## config.mk

```make
export PLATFORM = sky130hd
export DESIGN_NAME = dct8x8_core
export DESIGN_NICKNAME = d
export VERILOG_FILES = /design/src/rtl/dct8x8_core.sv
export SDC_FILE = /design/constraint.sdc
export NUM_CORES = 2
export LEC_CHECK = 0
export ABC_AREA = 1
export BUFFER_PORTS_ARGS = -buffer_cell sky130_fd_sc_hd__buf_2
export CAP_MARGIN = 20
export CORE_MARGIN = 2
export CORE_UTILIZATION = 57
export DETAILED_ROUTE_END_ITERATION = 8
export PLACE_DENSITY_LB_ADDON = 0.2
export SLEW_MARGIN = 20
export SYNTH_ARGS = -nofsm -noshare
export SYNTH_HDL_FRONTEND = slang
export SYNTH_SLANG_ARGS = --single-unit
```

## constraint.sdc

```tcl
create_clock -name clk -period 11.9 [get_ports clk]
set_input_delay 1.19 -clock clk [delete_from_list [all_inputs] [get_ports clk]]
set_output_delay 1.19 -clock clk [all_outputs]
set_load 0.01 [all_outputs]
```

## src/rtl/dct8x8_core.sv

```systemverilog
// dct8x8_core: forward 8x8 2-D DCT, Y = A*X*A^T / 65536.
// One block is loaded in raster order. It is transformed by a single shared
// multiply-accumulate unit: a row pass into T, then a column pass into Y.
// The result is streamed out in raster order.
// Handshake rule (both ports): a transfer happens on a rising clk edge where
// valid and ready are both high; the producer holds data stable until then.
module dct8x8_core #(
    parameter int DATA_W = 10
) (
    input  logic              clk,
    input  logic              rst_n,
    input  logic              in_valid,
    output logic              in_ready,
    input  logic [DATA_W-1:0] in_data,
    output logic              out_valid,
    input  logic              out_ready,
    output logic [DATA_W-1:0] out_data,
    output logic [6:0]        out_index,
    output logic              busy
);

    typedef enum logic [1:0] {LOAD, PASS1, PASS2, DRAIN} state_t;

    // 256-scaled DCT basis, row-major (row = frequency, column = sample)
    localparam logic signed [9:0] A_ROM [64] = '{
        10'sd90,  10'sd90,   10'sd90,   10'sd90,   10'sd90,   10'sd90,   10'sd90,   10'sd90,
        10'sd125, 10'sd106,  10'sd71,   10'sd24,  -10'sd24,  -10'sd71,  -10'sd106, -10'sd125,
        10'sd118, 10'sd48,  -10'sd48,  -10'sd118, -10'sd118, -10'sd48,   10'sd48,   10'sd118,
        10'sd106, -10'sd24, -10'sd125, -10'sd71,   10'sd71,   10'sd125,  10'sd24,  -10'sd106,
        10'sd90, -10'sd90,  -10'sd90,   10'sd90,   10'sd90,  -10'sd90,  -10'sd90,   10'sd90,
        10'sd71, -10'sd125,  10'sd24,   10'sd106, -10'sd106, -10'sd24,   10'sd125, -10'sd71,
        10'sd48, -10'sd118,  10'sd118, -10'sd48,  -10'sd48,   10'sd118, -10'sd118,  10'sd48,
        10'sd24, -10'sd71,   10'sd106, -10'sd125,  10'sd125, -10'sd106,  10'sd71,  -10'sd24
    };

    state_t state_q, state_d;
    logic [5:0]  cnt_q;     // load sample count in LOAD, output index in DRAIN
    logic [8:0]  step_q;    // {r, c, k} loop position in PASS1/PASS2
    logic signed [33:0] acc_q;

    logic [DATA_W-1:0] x_mem [64];
    logic signed [21:0] t_mem [64];
    logic [DATA_W-1:0] y_mem [64];

    logic [2:0] k, c, r;
    logic [5:0] a_idx;
    logic signed [9:0]  a_val;
    logic signed [21:0] b_val;
    logic signed [31:0] prod;
    logic signed [33:0] sum, sum_adj, quo;
    logic ovf;
    logic [DATA_W-1:0] sat;
    logic in_fire, out_fire, last_step, in_pass;

    assign k = step_q[2:0];
    assign c = step_q[5:3];
    assign r = step_q[8:6];
    assign in_pass   = (state_q == PASS1) || (state_q == PASS2);
    assign last_step = (step_q == 9'd511);
    assign in_fire   = (state_q == LOAD) && in_valid;
    assign out_fire  = (state_q == DRAIN) && out_ready;

    // Shared MAC operand selection, divide-by-65536 toward zero, and saturation
    always_comb begin
        a_idx = (state_q == PASS1) ? {c, k} : {r, k};
        a_val = A_ROM[a_idx];
        if (state_q == PASS1) begin
            b_val = {{(22-DATA_W){x_mem[{r, k}][DATA_W-1]}}, x_mem[{r, k}]};
        end else begin
            b_val = t_mem[{k, c}];
        end
        prod    = a_val * b_val;
        sum     = acc_q + {{2{prod[31]}}, prod};
        // Bias negatives so the arithmetic shift truncates toward zero
        sum_adj = sum[33] ? (sum + 34'sd65535) : sum;
        quo     = sum_adj >>> 16;
        ovf     = !((&quo[33:DATA_W-1]) || (~|quo[33:DATA_W-1]));
        sat     = ovf ? {quo[33], {(DATA_W-1){~quo[33]}}} : quo[DATA_W-1:0];
    end

    // Next-state logic
    always_comb begin
        state_d = state_q;
        unique case (state_q)
            LOAD:    if (in_fire && cnt_q == 6'd63) state_d = PASS1;
            PASS1:   if (last_step) state_d = PASS2;
            PASS2:   if (last_step) state_d = DRAIN;
            DRAIN:   if (out_fire && cnt_q == 6'd63) state_d = LOAD;
            default: state_d = LOAD;
        endcase
    end

    // State, counters and accumulator; reset abandons any partial block
    always_ff @(posedge clk or negedge rst_n) begin
        if (!rst_n) begin
            state_q <= LOAD;
            cnt_q   <= '0;
            step_q  <= '0;
            acc_q   <= '0;
        end else begin
            state_q <= state_d;
            if (in_fire || out_fire) cnt_q <= cnt_q + 6'd1;
            step_q  <= in_pass ? step_q + 9'd1 : 9'd0;
            acc_q   <= (in_pass && k != 3'd7) ? sum : 34'sd0;
        end
    end

    // Buffer writes: samples in LOAD, row results in PASS1, coefficients in PASS2
    always_ff @(posedge clk) begin
        if (in_fire) x_mem[cnt_q] <= in_data;
        if (state_q == PASS1 && k == 3'd7) t_mem[{r, c}] <= sum[21:0];
        if (state_q == PASS2 && k == 3'd7) y_mem[{r, c}] <= sat;
    end

    assign in_ready  = (state_q == LOAD);
    assign out_valid = (state_q == DRAIN);
    assign busy      = (state_q != LOAD);
    assign out_data  = out_valid ? y_mem[cnt_q] : '0;
    assign out_index = out_valid ? {1'b0, cnt_q} : 7'd0;

endmodule

```

### Word-level counts from Yosys, hierarchy flattened

Memories as Yosys holds them, arrays and structs flattened.
Index checks and enable logic that the tools add are counted.

| word-level totals | value |
|---|---|
| flip-flop bits (word level) | 51 |
| memory bits (writable) | 2,688 |
| ROM bits | 640 |
| output and inout port bits | 20 |
| memories kept | 4 |

| cells by class | value |
|---|---|
| $add $sub $neg | 4 |
| multipliers | 1 |
| $lt $le $gt $ge | 1 |
| equal/unequal tests | 11 |
| multiplexer cells | 21 |
| bitwise operators | 2 |
| reduce and logical (&&, ||, !) cells | 16 |

Memory list:

| memory | depth | width | rd ports | clocked after Yosys merged registers in | write ports | RTL line | text |
|---|---|---|---|---|---|---|---|
| t_mem | 64 | 22 | 1 | 0 | 1 | 42 | `logic signed [21:0] t_mem [64];` |
| (name not given) | 64 | 10 | 1 | 0 | 0 | 66 | `a_val = A_ROM[a_idx];` |
| x_mem | 64 | 10 | 1 | 0 | 1 | 41 | `logic [DATA_W-1:0] x_mem [64];` |
| y_mem | 64 | 10 | 1 | 0 | 1 | 43 | `logic [DATA_W-1:0] y_mem [64];` |

Operators by type and width:

| operator | count |
|---|---|
| 2-to-1 mux 34 bit | 2 |
| 2-to-1 mux 10 bit | 4 |
| adder 34 x 17 -> 34 bit (second input constant) | 1 |
| adder 34 bit | 1 |
| multiplier 10 x 22 -> 32 bit | 1 |
| 2-to-1 mux 22 bit | 1 |
| 2-to-1 mux 6 bit | 2 |
| adder 9 x 1 -> 9 bit (second input constant) | 1 |
| equality test 9 bit (second input constant) | 1 |
| 2-to-1 mux 9 bit | 1 |
| AND reduction 9 bit | 1 |
| OR reduction 9 bit | 1 |
| 2-to-1 mux 2 bit | 4 |
| one-hot mux 2 bit (4 select lines) | 1 |
| >= comparator 7 bit (second input constant) | 1 |
| logical AND 1 bit | 7 |
| NOT 6 -> 7 bit | 1 |
| adder 6 x 1 -> 6 bit (second input constant) | 1 |
| equality test 6 bit (second input constant) | 1 |
| 2-to-1 mux 1 bit | 6 |
| equality test 2 bit (second input constant) | 2 |
| != test 2 x 1 -> 1 bit (second input constant) | 2 |
| != test 2 bit (second input constant) | 2 |
| AND reduction 4 bit | 1 |
| 8 further kinds | 10 |

### Logic depth before layout (Yosys ltp)

| depth | value |
|---|---|
| word-level depth | 14 |
| mapped depth | 67 |
| depth with buffers taken out | 63 |

### Least setup slack after synthesis

OpenSTA, ideal clock, no wires.

| timing | value |
|---|---|
| kind | flip-flop to flip-flop |
| start point | reg step_q[0] |
| end point | mem y_mem[0][0], data pin |
| setup time | 515 ps |
| arrival time | 12,226 ps |
| data required time | 11,385 ps |
| slack | -841 ps |
| cell stages (with the launch flop) | 51 |
| path buffers | 7 |
| period minus slack after synthesis | 12,741 ps |
| path through | dfrtp_1 buf_2 inv_2 clkbuf_1 buf_2 clkbuf_1 clkbuf_1 ha_1 nand2_1 inv_1 a21oi_1 o21ai_0 o21ai_0 nand2_1 o21ai_0 clkbuf_1 clkbuf_1 nand2_1 (+15 left out) a21oi_1 xnor2_1 ha_1 nand2_1 nor2_1 inv_1 nor2_1 nand3_1 nand4_1 nand2_1 nand2_2 nor2_2 nand4_1 nor2_1 a31oi_1 nand2_2 nand2_1 nand2_1 |

| between the ends | value |
|---|---|
| word-level cells in the longest chain between the ends | 13 |

Ends and longest elaborated chain:

| what | RTL line | text |
|---|---|---|
| start: declaration | 38 | `logic [8:0] step_q;` |
| start signal: assignment | 103 | `step_q <= in_pass ? step_q + 9'd1 : 9'd0;` |
| 2-to-1 mux 6 bit | 65 | `a_idx = (state_q == PASS1) ? {c, k} : {r, k};` |
| NOT 6 -> 7 bit (not written as such) | 66 |  |
| memory read (64 x 10 bit) | n/a |  |
| 2-to-1 mux 10 bit (not written as such) (2 in series) | 66 |  |
| multiplier 10 x 22 -> 32 bit (*) | 72 | `prod = a_val * b_val;` |
| adder 34 bit (*) | 73 | `sum = acc_q + {{2{prod[31]}}, prod};` |
| named net sum[20] | 50 | `logic signed [33:0] sum, sum_adj, quo;` |
| adder 34 x 17 -> 34 bit (*) | 75 | `sum_adj = sum[33] ? (sum + 34'sd65535) : sum;` |
| 2-to-1 mux 34 bit (*) | 75 |  |
| OR reduction 9 bit | 77 | `ovf = !((&quo[33:DATA_W-1]) \|\| (~\|quo[33:DATA_W-1]));` |
| logical NOT 1 bit | 77 |  |
| logical OR 1 bit | 77 |  |
| 2-to-1 mux 10 bit (*) | 78 | `sat = ovf ? {quo[33], {(DATA_W-1){~quo[33]}}} : quo[DATA_W-1:0];` |
| named net sat[0] | 52 | `logic [DATA_W-1:0] sat;` |
| end: declaration | 43 |  |

Mark *: on every way through the listed nets, which the timed path passes. The rest lies on a longest branch. The select of a mux whose other input is x is not followed.

### Final worst setup path

| timing | value |
|---|---|
| start point | reg step_q[3] |
| end point | mem y_mem[1][0], data pin |

| between the ends | value |
|---|---|
| word-level cells in the longest chain between the ends | 13 |

Ends and longest elaborated chain:

| what | RTL line |
|---|---|
| 2-to-1 mux 6 bit | 65 |
| NOT 6 -> 7 bit (not written as such) | 66 |
| memory read (64 x 10 bit) | n/a |
| 2-to-1 mux 10 bit (not written as such) (2 in series) | 66 |
| multiplier 10 x 22 -> 32 bit (*) | 72 |
| adder 34 bit (*) | 73 |
| adder 34 x 17 -> 34 bit | 75 |
| 2-to-1 mux 34 bit (*) | 75 |
| OR reduction 9 bit | 77 |
| logical NOT 1 bit | 77 |
| logical OR 1 bit | 77 |
| 2-to-1 mux 10 bit (*) | 78 |
| named net sat[0] | 52 |

Marked as above.

==> results.cfg <==
[synth]
synthArstFlopShare_pct = 1.86
synth_cell_types = 59
synth_compound_area_share_pct = 9.46
ys_warn_count = 0
synthSimpleGateAreaFrac_pct = 10.2
synth_top_family_by_area = simple AND/OR/NAND/NOR gates
synthCells = 8382
synthXorXnorAreaFrac_pct = 0.346
syn-num-nets = 8702
synth_edf_count = 2688
synth-adder-area-share_pct = 4.58
synth_mux_area_share_pct = 0
ys_seq_area_share_pct = 71.9
syn_area_per_cell_sq_um = 13.6
yosys-top-cells-area = edfxtp_1 71%, nand2_1 4.3%, fa_1 3.3%, nor2_1 2.6%, inv_1 1.8%
synth_top_area_share_pct = 70.8
synth_area_sq_um = 114000
yosys_most_used_dff = edfxtp_1
synth_seq_cells = 2739
yosysTopAreaCell = edfxtp_1

[placed_design]
post-place-cells = 11000
port_buffers = 32
dp_hpwl_um = 201000
gp_congestion = 0.944

[setup_path]
slowest_stage = o21ai_0
cp.arrival_ps = 12160
slowest_delay_ps = 650
rrSetupSlack_ps = 460
crit_path_frequent_cell = nand2_1
worstPathRequired_ps = 12620
timing_worst_setup_path_type = flip-flop to flip-flop
cp_max_fo = 33
cp-end-kind = flip-flop
startpoint_type = flip-flop

[sta]
holdWs_ps = 264
max_freq_mhz = 87.4
period_minus_slack_ps = 11440
drv_slew = 0
tns_ps = 0
skew_ps = 86.0
rsz0062_at_grt = no
setup_viol = 0
tightestPinTransition_ps = 1210
slew_headroom_pct = 19.7
fin_crit_sh_pct = 96.2
hold_viol_final = 0

[run_status]
status = finished clean

[route]
drtIter0Drc = 11100
wire_per_inst_um = 28.9
via_per_inst = 6.40
ant_nets = 0
vias = 73800
dr.pass1.iters = 8
routed_wl_um = 333000
drc = 0

[floorplanning]
die_h_um = 451
start_util_pct = 57.2
row_count = 164
die_area_sq_um = 204000
pin_count = 34
core_sq_um = 199000
die_w_um = 451

[run]
drv_cap = 0

[layout]
syn2layout_area_growth_pct = 13.0
finalNonFillerCells = 11500
layout-drive-gt1-share_pct = 11.7
nNetsFinal = 9000
fill_cells = 14300
multi_input_area_sq_um = 28800
register_area_sq_um = 82000

[clock_network]
cts_htree_levels = 5
numCtsBuffers = 291
clockRootBuffer = clkbuf_16
cts.path.max_buffers = 4
clk_latency_ps = 970
cts.hold.buffers_added = 0
path_clk_slew_ps = 60
cts_tree = done
clock-sinks = 2739

[min_path]
holdCritPathClass = input port to asynchronous set/reset pin

[grt]
grt_max_degree = 124
antenna_found_initial = 12
globalRouteOverflowTotal = 0
grt_pass1_vias = 70500
grt.total_usage_pct = 32.4
grt_pass1_wl_um = 482000
Yosys cell counts, drive strengths merged (169+ instances only):
| cell | number |
|---|---|
| nand4 | 259 |
| edfxtp | 2688 |
| buf | 186 |
| fa | 186 |
| nor2 | 798 |
| a22o | 226 |
| o21ai | 386 |
| nand2 | 1326 |
| inv | 570 |
| a221oi | 234 |
| nor3 | 169 |
| clkbuf | 254 |
| a22oi | 207 |
| nand3 | 173 |
critical path, delay by kind of cell (launching register included):
| kind | cells | cell delay (ps) |
|---|---|---|
| simple gates | 28 | 3410 |
| fa+ha+maj | 7 | 3030 |
| compound gates | 8 | 2220 |
| buf+inv | 14 | 1860 |
| flops | 1 | 460 |
| xor+xnor | 1 | 200 |
stage by stage:
step                      utilization, %  setup WS, ps  instance area (sq um)
after global placement              60.2          97.1                 120000
after floorplan                        -          38.7                 114000
final                               64.6           457                 129000
after CTS                           64.5           111                 128000
after detailed placement            60.2           113                 120000
after global routing                64.6          12.4                 129000
worst paths after layout:
path,start,end,cells past startpoint
max in group asynchronous,rst_n,step_q[0],2
worst max register to register,step_q[3],y_mem[1][0],58
worst min register to register,state_q[1],state_q[1],2
worst min-delay path,rst_n,acc_q[9],1
worst max-delay path,step_q[3],y_mem[1][0],58
min in group clk,state_q[1],state_q[1],2
layout by cell type, fill, tap and decap left out, types with 185 or more instances in the layout:
cell          n
a221oi_1    232
a22o_1      226
a22oi_1     207
buf_4       360
clkbuf_16   297
edfxtp_1   2688
fa_1        185
inv_1       539
nand2_1    1295
nand4_1     258
nor2_1      753
o21ai_0     377
kinds of logic after synthesis:
group,count (synthesis)
AOI/OAI and AO/OA,1520
xor gates and xnor gates,45
adders and majority gates,306
buffers and inverters,1014
DFF,2739
other,1
and+or+nand+nor,2757
state kept, by name, indices dropped and copies added, names as in the netlist:
name / count
acc_q: 34
cnt_q: 6
state_q: 2
step_q: 9
t_mem: 1408
x_mem: 640
y_mem: 640
metal layers:
layer	wire (um)	part of all wire [%]	track usage [%]
met1	129000	39	46.9
met5	11	0.0033	0
met4	10800	3.3	10.6
met3	41200	12	6.91
met2	152000	46	49.5
what timing repair did:
| item | 4_1_cts | 5_1_grt |
|---|---|---|
| resized for setup | 0 | 50 |
| hold endpoints to repair | 0 | 0 |
| setup buffers | 0 | 4 |
| endpoints found under the setup margin | 0 | 640 |
final cells by class:
class	instances	share of cell area, %
clock buffer	370	5.95
inverter	574	1.70
clock inverter	117	0.719
antenna	7	0.0136
tap	2656	2.58
timing repair buffer	445	3.01
multi-input combinational	4629	22.4
sequential	2739	63.7
Power is not shown: default switching activity piles up to over one toggle a cycle in this logic, so the estimate is an artifact.
